`src/rtl/mem_arb_pkg.sv`:
```
// rtl/mem_arb_pkg.sv - shared types and constants for the memory port arbiter
package mem_arb_pkg;

  typedef enum logic [1:0] {
    IDLE,
    REQ,
    WAIT
  } arb_state_t;

  typedef enum logic {
    OWN_IF,
    OWN_DM
  } owner_t;

  // Wide enough for any DW up to 1024; the top slices it down to DW/8.
  localparam logic [127:0] BE_ALL = '1;

endpackage

```
`src/rtl/mem_arb_timeout.sv`:
```
// rtl/mem_arb_timeout.sv - saturating wait counter with a sticky expiry flag
module mem_arb_timeout #(
  parameter int TIMEOUT = 64
) (
  input  logic clk,
  input  logic rst_n,
  input  logic clear,
  input  logic enable,
  output logic expired
);

  localparam int CW = (TIMEOUT > 2) ? $clog2(TIMEOUT) : 1;
  localparam logic [CW-1:0] LAST = CW'(TIMEOUT - 1);

  logic [CW-1:0] cnt;

  // The count saturates on the last value; only reset clears the flag.
  always_ff @(posedge clk or negedge rst_n) begin
    if (!rst_n) begin
      cnt     <= '0;
      expired <= 1'b0;
    end else if (clear) begin
      cnt <= '0;
    end else if (enable) begin
      if (cnt == LAST) expired <= 1'b1;
      else             cnt     <= cnt + 1'b1;
    end
  end

endmodule

```
`src/rtl/mem_port_arbiter.sv`:
```
// rtl/mem_port_arbiter.sv - shares one single-port memory between fetch and data stages
module mem_port_arbiter
  import mem_arb_pkg::*;
#(
  parameter int AW      = 32,
  parameter int DW      = 32,
  parameter int TIMEOUT = 64
) (
  input  logic            clk,
  input  logic            rst_n,
  input  logic            if_req,
  input  logic [AW-1:0]   if_addr,
  input  logic            if_flush,
  output logic            if_valid,
  output logic [DW-1:0]   if_rdata,
  input  logic            dm_req,
  input  logic            dm_we,
  input  logic [DW/8-1:0] dm_be,
  input  logic [AW-1:0]   dm_addr,
  input  logic [DW-1:0]   dm_wdata,
  output logic            dm_valid,
  output logic [DW-1:0]   dm_rdata,
  output logic            stall_fetch,
  output logic            stall_mem,
  output logic            mem_req,
  output logic            mem_we,
  output logic [DW/8-1:0] mem_be,
  output logic [AW-1:0]   mem_addr,
  output logic [DW-1:0]   mem_wdata,
  input  logic            mem_gnt,
  input  logic            mem_rvalid,
  input  logic [DW-1:0]   mem_rdata,
  output logic            bus_err
);

  arb_state_t state, state_next;
  owner_t     owner;
  logic       drop;
  logic       launch_dm, launch_if;
  logic       in_wait;

  mem_arb_timeout #(.TIMEOUT(TIMEOUT)) u_timeout (
    .clk     (clk),
    .rst_n   (rst_n),
    .clear   (~in_wait),
    .enable  (in_wait),
    .expired (bus_err)
  );

  // Stalls double as the launch condition, so a requester whose valid is
  // pulsing right now cannot be re-issued before it drops its request.
  always_comb begin
    stall_fetch = if_req & ~if_valid;
    stall_mem   = dm_req & ~dm_valid;
    in_wait     = (state == WAIT);
    state_next  = state;
    launch_dm   = 1'b0;
    launch_if   = 1'b0;
    case (state)
      IDLE: begin
        if (stall_mem) begin
          launch_dm  = 1'b1;
          state_next = REQ;
        end else if (stall_fetch) begin
          launch_if  = 1'b1;
          state_next = REQ;
        end
      end
      REQ:     if (mem_gnt) state_next = WAIT;
      WAIT:    if (mem_rvalid) state_next = IDLE;
      default: state_next = IDLE;
    endcase
  end

  always_ff @(posedge clk or negedge rst_n) begin
    if (!rst_n) begin
      state     <= IDLE;
      owner     <= OWN_IF;
      drop      <= 1'b0;
      mem_req   <= 1'b0;
      mem_we    <= 1'b0;
      mem_be    <= '0;
      mem_addr  <= '0;
      mem_wdata <= '0;
      if_valid  <= 1'b0;
      if_rdata  <= '0;
      dm_valid  <= 1'b0;
      dm_rdata  <= '0;
    end else begin
      state    <= state_next;
      if_valid <= 1'b0;
      dm_valid <= 1'b0;
      case (state)
        IDLE: begin
          if (launch_dm) begin
            owner     <= OWN_DM;
            mem_req   <= 1'b1;
            mem_we    <= dm_we;
            mem_be    <= dm_we ? dm_be : BE_ALL[DW/8-1:0];
            mem_addr  <= dm_addr;
            mem_wdata <= dm_wdata;
          end else if (launch_if) begin
            owner     <= OWN_IF;
            mem_req   <= 1'b1;
            mem_we    <= 1'b0;
            mem_be    <= BE_ALL[DW/8-1:0];
            mem_addr  <= if_addr;
            mem_wdata <= '0;
          end
        end
        REQ: begin
          if (mem_gnt) mem_req <= 1'b0;
          if (owner == OWN_IF && if_flush) drop <= 1'b1;
        end
        WAIT: begin
          if (owner == OWN_IF && if_flush) drop <= 1'b1;
          if (mem_rvalid) begin
            drop <= 1'b0;
            if (owner == OWN_DM) begin
              dm_valid <= 1'b1;
              if (!mem_we) dm_rdata <= mem_rdata;
            end else if (!(drop || if_flush)) begin
              if_valid <= 1'b1;
              if_rdata <= mem_rdata;
            end
          end
        end
        default: ;
      endcase
    end
  end

  // A response before the grant has nowhere to go; it is ignored but flagged.
  a_rvalid_in_req: assert property (@(posedge clk) disable iff (!rst_n)
    !(state == REQ && mem_rvalid));

endmodule

```
`config.mk`:
```
export PLATFORM = sky130hd
export DESIGN_NAME = mem_port_arbiter
export DESIGN_NICKNAME = d
export VERILOG_FILES = /design/src/rtl/mem_arb_pkg.sv /design/src/rtl/mem_arb_timeout.sv /design/src/rtl/mem_port_arbiter.sv
export SDC_FILE = /design/constraint.sdc
export NUM_CORES = 1
export LEC_CHECK = 0
export CAP_MARGIN = 20
export CORE_ASPECT_RATIO = 0.6
export CORE_MARGIN = 5
export CORE_UTILIZATION = 46
export CTS_BUF_LIST = sky130_fd_sc_hd__clkbuf_8
export DETAILED_ROUTE_END_ITERATION = 12
export HOLD_SLACK_MARGIN = 0.08
export PLACE_DENSITY = 0.89
export SLEW_MARGIN = 20
export SYNTH_ARGS = -nofsm -noshare
export SYNTH_HDL_FRONTEND = slang
export SYNTH_SLANG_ARGS = --single-unit
```
`constraint.sdc`:
```
create_clock -name clk -period 3.6 [get_ports clk]
set_input_delay 0.72 -clock clk [delete_from_list [all_inputs] [get_ports clk]]
set_output_delay 0.72 -clock clk [all_outputs]
set_load 0.02 [all_outputs]
```
# Yosys cells after proc, flatten, opt, wreduce, memory -nomap -nowiden
# Index checks and enable logic that the tools add are counted.
[totals]
register_bits = 147
latchBits = 0
mem_bits_rw = 0
rom_bits = 0
input_bits = 140
out_inout_bits = 139
wordCells = 78
memories = 0
[op_classes]
addsub = 1
n_mul = 0
n_div = 0
n_lt_le_gt_ge = 0
eq_ne = 8
shifts = 0
mux = 36
bitwise_logic = 7
n_reduce_logical = 12
[op_table]
columns = ["op", "count"]
rows = [
  ["two-way mux 32 bit", 4],
  ["two-way mux 1 bit", 20],
  ["two-way mux 4 bit", 3],
  ["two-way mux 6 bit", 2],
  ["two-way mux 2 bit", 4],
  ["AND reduction 4 bit", 2],
  ["adder 6 x 1 -> 6 bit, second input constant", 1],
  ["equality test 6 bit, second input constant", 1],
  ["inequality test 2 bit, second input constant", 3],
  ["inequality test 3 bit, second input constant", 2],
  ["one-hot mux 2 bit (3 select lines)", 1],
  ["AND reduction 3 bit", 2],
  ["nonzero test 2 bit", 3],
  ["NOT 1 bit", 5],
  ["one-hot mux 1 bit (2 select lines)", 2],
  ["AND reduction 2 bit", 2],
  ["bitwise AND 1 bit", 2],
  ["equality test 2 x 1 -> 1 bit, second input constant", 1],
  ["equality test 2 bit, second input constant", 1],
  ["logical NOT 2 bit", 1],
  ["logical AND 1 bit", 1],
  ["logical OR 1 bit", 1],
]

# Longest topological paths before layout
[depth]
ltp_word = 8
depth_mapped = 6
mapped_depth_nobuf = 5

# Cells and area by module
# A second synthesis with hierarchy kept.
[hier_totals]
hier_cells = 408
hier_area_um2 = 5953.2
[modules_own_cells]
columns = ["module", "instances", "cells_per_inst", "area_each_um2", "seq_area_each_um2"]
rows = [
  ["mem_port_arbiter", 1, 367, 5536.6, 3503.4],
  ["mem_arb_timeout", 1, 41, 416.6, 175.2],
]

# Least setup slack after synthesis
# No wires, ideal clock.
[synth_timing]
kind = "input port to flip-flop"
start = "in if_flush"
end = "reg if_rdata[10]"
setup_time_ns = 0.125
arrival_time_ns = 1.677
required_time_ns = 3.475
path_slack_ns = 1.798
path_stages = 3
n_path_buf = 1
cell_sequence = "nor4_4 > buf_6 > mux2_4"
[synth_via]
elab_chain_cells = 3
[synth_lines]
columns = ["element", "line", "source"]
rows = [
  ["start: declaration", "mem_port_arbiter.sv:13", "input logic if_flush,"],
  ["logical OR 1 bit", "mem_port_arbiter.sv:122", "end else if (!(drop || if_flush)) begin"],
  ["NOT 1 bit (no line)", "n/a", ""],
  ["AND reduction 4 bit (no line)", "n/a", ""],
  ["end signal: assignment", "mem_port_arbiter.sv:124", "if_rdata <= mem_rdata;"],
  ["end: declaration", "mem_port_arbiter.sv:15", "output logic [DW-1:0] if_rdata,"],
]
# No other way between the ends.
# A chain may end at the register's enable or synchronous reset.

# Worst setup path in the final report
[layout_timing]
start = "in dm_req"
end = "out stall_mem"
[layout_via]
elab_chain_cells = 1
[layout_lines]
columns = ["element", "line", "source"]
rows = [
  ["start: declaration", "mem_port_arbiter.sv:16", "input logic dm_req,"],
  ["bitwise AND 1 bit", "mem_port_arbiter.sv:54", "stall_mem = dm_req & ~dm_valid;"],
  ["end: declaration", "mem_port_arbiter.sv:24", "output logic stall_mem,"],
]
# No other way between the ends.

==> impl_results.md <==
- Yosys top cell area share: approximately 63%
- Antenna Nets Post-Route: 0
- Min-delay worst type: primary input to async pin
- Final setup TNS: 0 ns
- Clk pwr share: 15.0%
- Metal2 WL: 8.940 mm
- Synth cell types: 40
- Cell type with the largest total area after synthesis: dfrtp_1
- Final setup viols: 0
- Min Tclk post-route: between 2 and 3 ns
- DP HPWL: between 10 and 15 mm
- RSZ-0062 raised after global routing: false
- Syn Nets: 544
- EDFF count, synth: 0
- Via density: 5.348
- Sequential power share: 36.3%
- Switching part of the total power: 37.77%
- Internal Power: 4.670 mW
- Clk slew on worst S/H paths: 0.09 ns
- Remaining routing DRC violations: 0
- Status: finished clean
- Most frequent cells in the layout: 277 x clkdlybuf4s50_1, 147 x dfrtp_1, 49 x mux2_2
- M1 WL: roughly 7.3 mm
- Design Area, Final: 9100 um^2
- Register bit count reported by yosys: about 150
- Congestion Overflow GR: 0
- GRT Total Usage: between 20% and 30%
- MaxCap Viol Count: 0
- Nets: 819
- Final Wtd Congestion: 0.8163
- Warnings, synthesis: 0
- Antenna cell count: 0
- PD cells: 824.6 nW/um^2
- Worst slack, placed: 0.8229 ns
- Die H: 97.54 um
- Crit path arrival time: about 2.1 ns
- CP Class: primary input to output port
- Final Hold Viols: 0
- Num CTS Buffers: 17
- IO buf count: 278
- Max_slew headroom: 35.91%
- Detailed Route WL: 17.78 mm
- Worst r2r src: state[0]$_DFFE_PN0P_
- First DRT Iteration DRCs: 325
- Worst R2R Setup Slack: 1.32 ns
- Row count: 32
- Fmax achieved: 360.1 MHz
- Critical Path RT: 2.88 ns
- Slew Limit Fails: 0
- Initial antenna violation count: 0
- Die area: 15200 um^2
- # IOs: 279
- Most common cell after layout, fill and taps aside: clkdlybuf4s50_1
- Clk root buf: clkbuf_8
- Crit share post-route: 77.13%
- Vias in the first global route: 4913
- Reg2Reg Depth: 5
- Switching power: 2.834 mW
- DR vias: 4589
- Core box area: 12690 um^2
- Critical Path Source: dm_req
- Clock H-tree levels: 4
- DRT Pass-1 Iters: 5
- Met3 wire length: 1.192 mm
- CTS tree: done
- Number of gates resized after cts: 0
- Starting Density: 46.28%
- Routed length per instance: 20.73 um
- Synth Flop Type: dfrtp_1
- Critical path capture point type: output port
- Largest cells by area after synthesis: dfrtp_1 63%, mux2_2 9.4%, a221o_1 5.6%
- TritonCTS Sinks: about 150
- Logic pwr share: 48.7%
- Post-synthesis sequential area ratio: 62.62%
- Setup Fix Bufs, Post-CTS: 0
- Die X-Extent: 155.9 um
- First-pass GRT wire length: 27.90 mm
- End point of the critical path: stall_mem
- Max rail drop VDD: around 0.34 mV
- Largest net degree at the start of global routing: 90
- Startpoint type of the worst setup path: primary input
- DR top layer: met4
- Clock Skew: 0.01205 ns
- Worst r2r dst: dm_rdata[4]$_DFFE_PN0P_
- Dpl cell area: 8753 um^2
- Fraction of registers with async set/reset: 100.0%
- Gate Count Post-Synth: 400
- Pleak: just over 4 nW
- Cts hold-fix bufs: 0
- Worst-Margin Slew: between 0.9 and 1 ns
- Worst Setup Slack, final: 0.8233 ns
- Share of cells above drive strength 1: 14.97%
- Synthesized area: 5874 um^2
- Syn avg cell area: 14.69 um^2
- Clk_lat worst skew: 0.42 ns
- Worst Path Max Fanout: 4
- P&R area growth vs syn: 54.91%
- Clk buf depth: 2
-- kinds of logic (layout without fill, tap and decap cells) --
| kind of cell | count (synthesis) | in the layout | share of synthesized area, % |
|---|---|---|---|
| flip-flops | 147 | 147 | 62.62 |
| AO/OA/AOI/OAI | 88 | 88 | 13.27 |
| multiplexers | 66 | 66 | 13.25 |
| adder cells (fa/ha/maj) | 4 | 4 | 0.8520 |
| AND/OR/NAND/NOR | 60 | 60 | 6.496 |
| buffers and inverters | 35 | 323 | 3.515 |
-- Yosys cell counts, types with 3 or more instances --
cell,n
o22a_1,4
a22o_1,32
mux2_2,49
mux2_4,10
a31oi_1,5
buf_2,12
a221o_1,33
buf_6,8
ha_1,4
mux2_1,5
nand2_1,7
dfrtp_1,147
clkbuf_1,7
inv_1,7
and3_1,37
o21ai_0,3
-- area by class of cell --
cell class                 instances  area [um^2]
multi-input combinational        218         1998
sequential                       147         3679
fill                             851         3592
clock buffer                      17        234.0
tap                              170        212.7
inverter                           8        30.03
clock inverter                    15        112.6
timing repair buffer             283         2834
-- how the worst min path moves through the flow --
stage	endpoint	start	depth (start not counted)
floorplan	dm_rdata[0]$_DFFE_PN0P_	rst_n	0
global placement	u_timeout.expired$_DFFE_PN0P_	u_timeout.expired$_DFFE_PN0P_	1
detailed placement	u_timeout.expired$_DFFE_PN0P_	u_timeout.expired$_DFFE_PN0P_	1
CTS	dm_rdata[10]$_DFFE_PN0P_	rst_n	1
global route	dm_rdata[10]$_DFFE_PN0P_	rst_n	1
finish	dm_rdata[10]$_DFFE_PN0P_	rst_n	1
-- through the flow --
step,utilization [%],hold WS [ns],cells,total power [mW]
6_report,71.70,0.3224,858,7.504
3_3_place_gp,68.97,0.4460,826,6.301
3_5_place_dp,68.97,0.4457,826,6.418
2_1_floorplan,-,0.4244,400,4.555
5_1_grt,71.70,0.3986,858,7.888
4_1_cts,71.70,0.3746,858,7.573
-- flip-flops by register name (all words and copies together) (netlist names) --
name               flops
mem_wdata             32
owner                  1
dm_valid               1
mem_addr              32
mem_req                1
drop                   1
u_timeout.expired      1
mem_we                 1
if_valid               1
state                  2
dm_rdata              32
u_timeout.cnt          6
mem_be                 4
if_rdata              32
-- critical path: stages --
cell	delay [ns]
clkdlybuf4s50_1	0.47
nand2b_1	0.07
inv_1	0.16
clkdlybuf4s50_1	0.64
-- power groups by stage --
stage / registers, mW / logic [mW] / clock network, mW
floorplan: 3.51 / 1.05 / 0
global placement: 2.70 / 3.60 / 0
detailed placement: 2.75 / 3.67 / 0
CTS: 2.72 / 3.69 / 1.16
global route: 2.81 / 3.85 / 1.23
finish: 2.72 / 3.66 / 1.13
-- routing by layer --
metal / vias up / global-route usage [%]
met1: 2332 / 30.03
met2: 166 / 38.67
met4: 0 / 7.061
met5: - / 0
li1: 2071 / -
met3: 20 / 5.296
Note: power is estimated with default switching activity, not from simulation.
